--- config.mk ---
export PLATFORM = sky130hd
export DESIGN_NAME = hdmi_tmds_encoder
export DESIGN_NICKNAME = d
export VERILOG_FILES = /design/src/rtl/hdmi_pkg.sv /design/src/rtl/tmds_qm_stage.sv /design/src/rtl/hdmi_tmds_encoder.sv
export SDC_FILE = /design/constraint.sdc
export NUM_CORES = 1
export LEC_CHECK = 0
export CORE_MARGIN = 2
export CORE_UTILIZATION = 27
export DETAILED_ROUTE_END_ITERATION = 7
export GPL_ROUTABILITY_DRIVEN = 1
export PLACE_DENSITY = 0.53
export SLEW_MARGIN = 20
export SYNTH_ARGS = -nofsm -noshare
export SYNTH_HDL_FRONTEND = slang
export SYNTH_SLANG_ARGS = --single-unit
--- constraint.sdc ---
create_clock -name clk -period 4 [get_ports clk]
set_clock_uncertainty 0.1 [all_clocks]
set_input_delay 0.8 -clock clk [delete_from_list [all_inputs] [get_ports clk]]
set_output_delay 0.8 -clock clk [all_outputs]
set_load 0.02 [all_outputs]
--- src/rtl/hdmi_pkg.sv ---
// Shared TMDS definitions: mode codes, control tokens, TERC4 table, guard bands.
// Latency: n/a (constants and types only).
// Backpressure: n/a.
package hdmi_pkg;

   typedef enum logic [2:0] {
      MODE_CTRL      = 3'd0,
      MODE_VIDEO     = 3'd1,
      MODE_VIDEO_GB  = 3'd2,
      MODE_ISLAND    = 3'd3,
      MODE_ISLAND_GB = 3'd4
   } tmds_mode_t;

   // Indexed by {c1,c0}
   localparam logic [9:0] CTRL_TOKEN [4] = '{
      10'b1101010100, 10'b0010101011, 10'b0101010100, 10'b1010101011
   };

   // Indexed by the 4-bit data-island nibble
   localparam logic [9:0] TERC4 [16] = '{
      10'b1010011100, 10'b1001100011, 10'b1011100100, 10'b1011100010,
      10'b0101110001, 10'b0100011110, 10'b0110001110, 10'b0100111100,
      10'b1011001100, 10'b0100111001, 10'b0110011100, 10'b1011000111,
      10'b1010001110, 10'b1001110001, 10'b0101100011, 10'b1011000011
   };

   localparam logic [9:0] VGB_A = 10'b1011001100;
   localparam logic [9:0] VGB_B = 10'b0100110011;

endpackage

--- src/rtl/tmds_qm_stage.sv ---
// Transition-minimising first step of TMDS video coding: q_m and its ones count.
// Latency: purely combinational.
// Backpressure: none.
module tmds_qm_stage (
   input  logic [7:0] data,
   output logic [8:0] q_m,
   output logic [3:0] n1
);

   logic [3:0] ones;
   logic       use_xnor;

   // Pick XOR/XNOR chaining from the input weight, then build q_m and count its ones
   always_comb begin
      ones = '0;
      for (int i = 0; i < 8; i++) ones = ones + {3'b000, data[i]};
      use_xnor = (ones > 4'd4) || ((ones == 4'd4) && !data[0]);
      q_m    = '0;
      q_m[0] = data[0];
      for (int i = 1; i < 8; i++)
         q_m[i] = use_xnor ? ~(q_m[i-1] ^ data[i]) : (q_m[i-1] ^ data[i]);
      q_m[8] = ~use_xnor;
      n1 = '0;
      for (int i = 0; i < 8; i++) n1 = n1 + {3'b000, q_m[i]};
   end

endmodule

--- src/rtl/hdmi_tmds_encoder.sv ---
// Single-lane HDMI TMDS encoder: video (DC balanced), control, TERC4 islands, guard bands.
// Latency: fixed 2 cycles from inputs to tmds in every mode.
// Backpressure: none; one symbol is accepted and produced every clk.
module hdmi_tmds_encoder
   import hdmi_pkg::*;
#(
   parameter int CHANNEL = 0
) (
   input  logic              clk,
   input  logic              rst,
   input  logic [2:0]        mode,
   input  logic [7:0]        data,
   input  logic [1:0]        ctrl,
   input  logic [3:0]        aux,
   output logic [9:0]        tmds,
   output logic signed [5:0] disparity
);

   if (CHANNEL < 0 || CHANNEL > 2) begin : g_bad_channel
      $error("hdmi_tmds_encoder: CHANNEL must be 0, 1 or 2");
   end

   logic [8:0]        qm_c;
   logic [3:0]        n1_c;
   logic [2:0]        s1_mode;
   logic [1:0]        s1_ctrl;
   logic [3:0]        s1_aux;
   logic [8:0]        s1_qm;
   logic [3:0]        s1_n1;
   logic signed [5:0] cnt;
   logic signed [5:0] cnt_nxt;
   logic signed [5:0] diff;
   logic [9:0]        tmds_nxt;

   tmds_qm_stage u_qm (
      .data (data),
      .q_m  (qm_c),
      .n1   (n1_c)
   );

   // Stage 1: capture the mode/side-band inputs alongside the q_m result
   always_ff @(posedge clk or posedge rst) begin
      if (rst) begin
         s1_mode <= MODE_CTRL;
         s1_ctrl <= '0;
         s1_aux  <= '0;
         s1_qm   <= '0;
         s1_n1   <= '0;
      end else begin
         s1_mode <= mode;
         s1_ctrl <= ctrl;
         s1_aux  <= aux;
         s1_qm   <= qm_c;
         s1_n1   <= n1_c;
      end
   end

   // n1 - n0 with n0 = 8 - n1, kept signed so the running count never mixes signedness
   assign diff = signed'({2'b00, s1_n1}) + signed'({2'b00, s1_n1}) - 6'sd8;

   // Stage 2 symbol selection; anything other than video parks the running count at zero
   always_comb begin
      tmds_nxt = CTRL_TOKEN[s1_ctrl];
      cnt_nxt  = 6'sd0;
      case (s1_mode)
         MODE_VIDEO: begin
            if ((cnt == 6'sd0) || (s1_n1 == 4'd4)) begin
               tmds_nxt = {~s1_qm[8], s1_qm[8], s1_qm[8] ? s1_qm[7:0] : ~s1_qm[7:0]};
               cnt_nxt  = s1_qm[8] ? (cnt + diff) : (cnt - diff);
            end else if (((cnt > 6'sd0) && (s1_n1 > 4'd4)) ||
                         ((cnt < 6'sd0) && (s1_n1 < 4'd4))) begin
               tmds_nxt = {1'b1, s1_qm[8], ~s1_qm[7:0]};
               cnt_nxt  = cnt + (s1_qm[8] ? 6'sd2 : 6'sd0) - diff;
            end else begin
               tmds_nxt = {1'b0, s1_qm[8], s1_qm[7:0]};
               cnt_nxt  = cnt + diff - (s1_qm[8] ? 6'sd0 : 6'sd2);
            end
         end
         MODE_VIDEO_GB:  tmds_nxt = (CHANNEL == 1) ? VGB_B : VGB_A;
         MODE_ISLAND:    tmds_nxt = TERC4[s1_aux];
         MODE_ISLAND_GB: tmds_nxt = (CHANNEL == 0) ? TERC4[{2'b11, s1_ctrl}] : VGB_B;
         default: ;
      endcase
   end

   // Stage 2 register: output symbol and running disparity
   always_ff @(posedge clk or posedge rst) begin
      if (rst) begin
         tmds <= CTRL_TOKEN[0];
         cnt  <= 6'sd0;
      end else begin
         tmds <= tmds_nxt;
         cnt  <= cnt_nxt;
      end
   end

   assign disparity = cnt;

endmodule

==> flow_summary.yaml <==
detailed_routing:
  drt-total-wl_um: 6958
  drtIter0Drc: 68
  antenna_left: 0
  first_pass_iters: 4
  vias_per_cell: 4.627
  vias: 2480
  avgRoutedWirePerCell_um: 12.98
  route.detailed.drc: 0
setup_path:
  worst-r2r-setup-slack_ns: 1.07
  arrival_ns: 5.82
  critical_path_class: "input port to flop"
  end_kind: "flop"
  cp_max_fo: 2
  cp.required_ns: 4.12
  crit_path_start_kind: "input port"
  rr_worst_depth: 8
pwr:
  ir_drop_mv: 0.2152
  powerDensity_mw_per_mm2: 692.8
  leakage_nw: 1.843
run:
  maxCapViolations: 0
final_layout:
  area_growth_pct: 29.35
  final_area_mm2: 0.004064
  n_antenna_cell: 0
  nets: 461
  layout-drive-gt1-share_pct: 15.78
clock_network:
  clk_latency_ns: 0.28
  cts.path.max_buffers: 2
  cts_tree: "done"
  cts.sinks: 37
  h-tree-depth: 2
  clk_pin_slew_ns: 0.05
  numCtsBuffers: 5
  cts_root_buf: "clkbuf_16"
timing:
  slew_headroom_pct: 54.44
  setup_viol: 7
  period_share_pct: 142.5
  hold_viol: 0
  worst_pin_slew_ns: 0.6809
  slew_violations: 0
  finalWorstSetupSlack_ns: -1.700
  rsz0062_at_grt: "true"
  fmax_mhz: 175.5
  fin_crit_ns: 5.700
status:
  outcome: "complete, but fails checks"
  violations: "negative setup slack"
yosys:
  ys_types: 56
  syn-num-nets: 407
  ys_seq_elements: 37
  yosysTopAreaCell: "dfrtp_1"
  synth-edff-count: 0
  syn_area_mm2: 0.003142
  synthTopCellsByCount: "inv_1 (41), ha_1 (37), dfrtp_1 (32), nand2_1 (24), nor2_1 (23)"
  netlist_top_cells_area: "dfrtp_1 (25%), ha_1 (15%), fa_1 (8.3%), inv_1 (4.9%), xnor2_1 (4.7%)"
  async_reset_ff_share_pct: 100.0
  yosysSeqAreaShare_pct: 29.67
  synth_top_cell_area_share_pct: 25.49
  avgSynthCellArea_um2: 9.295
  syn_inst: 338
  synth_warnings: 0
  synth_flop_cell: "dfrtp_1"
  yosysMostFrequentCell: "inv_1"
global_routing:
  grt_pass1_vias: 2491
  grt_antenna_before_repair: 0
  grt_max_degree: 38
  track_usage_pct: 11.56
  grt_pass1_wl_um: 12020
  grt_overflow: 0
placement:
  dp.final_hpwl_um: 5405
  preCtsSetupSlack_ns: -2.340
  place_congestion: 0.8724
  io_buffers: 33
  placed_area_mm2: 0.003771
floorplan:
  core_area_mm2: 0.01137
  fp.dieW_um: 111.9
  initial_core_util_pct: 27.63
  die_area_mm2: 0.01251
  placementRows: 39
  die_y_um: 111.9
  io_pins: 35
min_path:
  hold_depth: 2
  hold_path.class: "flop to flop"
path summary, 6_finish.rpt:
check                           startpoint            to
worst max-delay path               data[0]      s1_n1[1]
worst min-delay path              s1_qm[2]       tmds[2]
worst max register to register    s1_qm[8]  disparity[5]
worst min register to register    s1_qm[2]       tmds[2]
max in group asynchronous              rst       tmds[6]
min in group asynchronous              rst  disparity[2]
where the power goes:
group | switching, mW | internal [mW]
clock | 0.136 | 0.248
sequential | 0.112 | 0.480
combinational | 0.933 | 0.907
sequential cells by signal (all words and copies together), names as in the netlist:
| register | flops |
|---|---|
| disparity | 5 |
| s1_qm | 9 |
| tmds | 10 |
| s1_aux | 4 |
| s1_mode | 3 |
| s1_n1 | 4 |
| s1_ctrl | 2 |
cell type report:
| cell class | instances | area, um^2 |
|---|---|---|
| well taps | 143 | 178.9 |
| flip-flops and latches | 37 | 932.1 |
| inverters | 41 | 153.9 |
| clock buffers | 8 | 146.4 |
| fillers | 1152 | 7306 |
| multi-input cells | 245 | 2081 |
| repair buffers | 62 | 571.8 |
repair_timing:
item | CTS | global route
buffers inserted | 8 | 2
resized for setup | 25 | 0
hold buffers | 0 | 0
pin swaps | 5 | 3
endpoints found under the setup margin | 8 | 7
cell usage in the layout, fill, tap and decap left out, types with 3 or more instances in the layout:
| cell | Yosys | routed |
|---|---|---|
| a211oi_1 | 4 | 4 |
| o21ai_0 | 18 | 17 |
| nor3b_1 | 5 | 4 |
| o22ai_1 | 6 | 6 |
| nand2b_1 | 4 | 4 |
| xnor2_1 | 17 | 13 |
| buf_6 | 0 | 3 |
| o21a_1 | 4 | 4 |
| nor3_1 | 6 | 6 |
| xor2_1 | 12 | 11 |
| clkbuf_16 | 0 | 5 |
| buf_4 | 1 | 26 |
| dfstp_2 | 5 | 5 |
| nand3_1 | 4 | 4 |
| nand3b_1 | 3 | 3 |
| a21oi_1 | 19 | 18 |
| clkdlybuf4s50_1 | 0 | 29 |
| o211ai_1 | 3 | 3 |
| dfrtp_1 | 32 | 32 |
| nor2_1 | 23 | 23 |
| fa_2 | 0 | 3 |
| fa_1 | 13 | 10 |
| o21ai_1 | 2 | 3 |
| nor2b_1 | 3 | 3 |
| xnor2_2 | 0 | 3 |
| ha_1 | 37 | 36 |
| inv_1 | 41 | 39 |
| nand2_1 | 24 | 24 |
cells by family (layout without fill, tap and decap cells):
family	Yosys count	in the layout	synth area share, %
DFF	37	37	29.67
muxes	4	4	1.712
buffers and inverters	56	111	6.930
xor gates and xnor gates	30	30	8.801
other	1	1	0.1194
adders and majority gates	50	50	23.02
and+or+nand+nor	81	81	13.26
AOI/OAI and AO/OA	79	79	16.49
metal layers:
metal / global-route usage [%] / wire length [um] / vias up
met4: 3.621 / 113 / 0
met2: 19.31 / 3380 / 50
li1: - / - / 1240
met1: 15.59 / 3270 / 1178
met3: 1.524 / 194 / 12
met5: 0 / 0 / -
per-stage QoR:
| step | hold slack, ns | instances | TNS (ns) | util [%] | power [mW] |
|---|---|---|---|---|---|
| after floorplan | 0.3835 | 338 | -6.517 | - | 1.863 |
| after global placement | 0.4101 | 520 | -10.01 | 33.17 | 2.297 |
| after detailed placement | 0.4109 | 520 | -11.02 | 33.17 | 2.323 |
| after CTS | 0.4184 | 534 | -6.186 | 35.61 | 2.827 |
| after global routing | 0.4489 | 536 | -7.717 | 35.74 | 3.095 |
| final | 0.4109 | 536 | -6.606 | 35.74 | 2.815 |
worst max-delay path: stages:
cell,delay (ns)
buf_8,0.10
ha_4,0.25
inv_2,0.03
fa_1,0.45
fa_1,0.49
inv_1,0.05
fa_2,0.35
fa_1,0.45
nor3b_2,0.20
o21ai_1,0.09
a21oi_2,0.20
xnor2_2,0.12
ha_1,0.30
inv_1,0.05
fa_1,0.48
inv_1,0.05
fa_1,0.45
fa_2,0.37
inv_2,0.06
fa_2,0.41
inv_1,0.06
(Power assumes the default switching activity.)
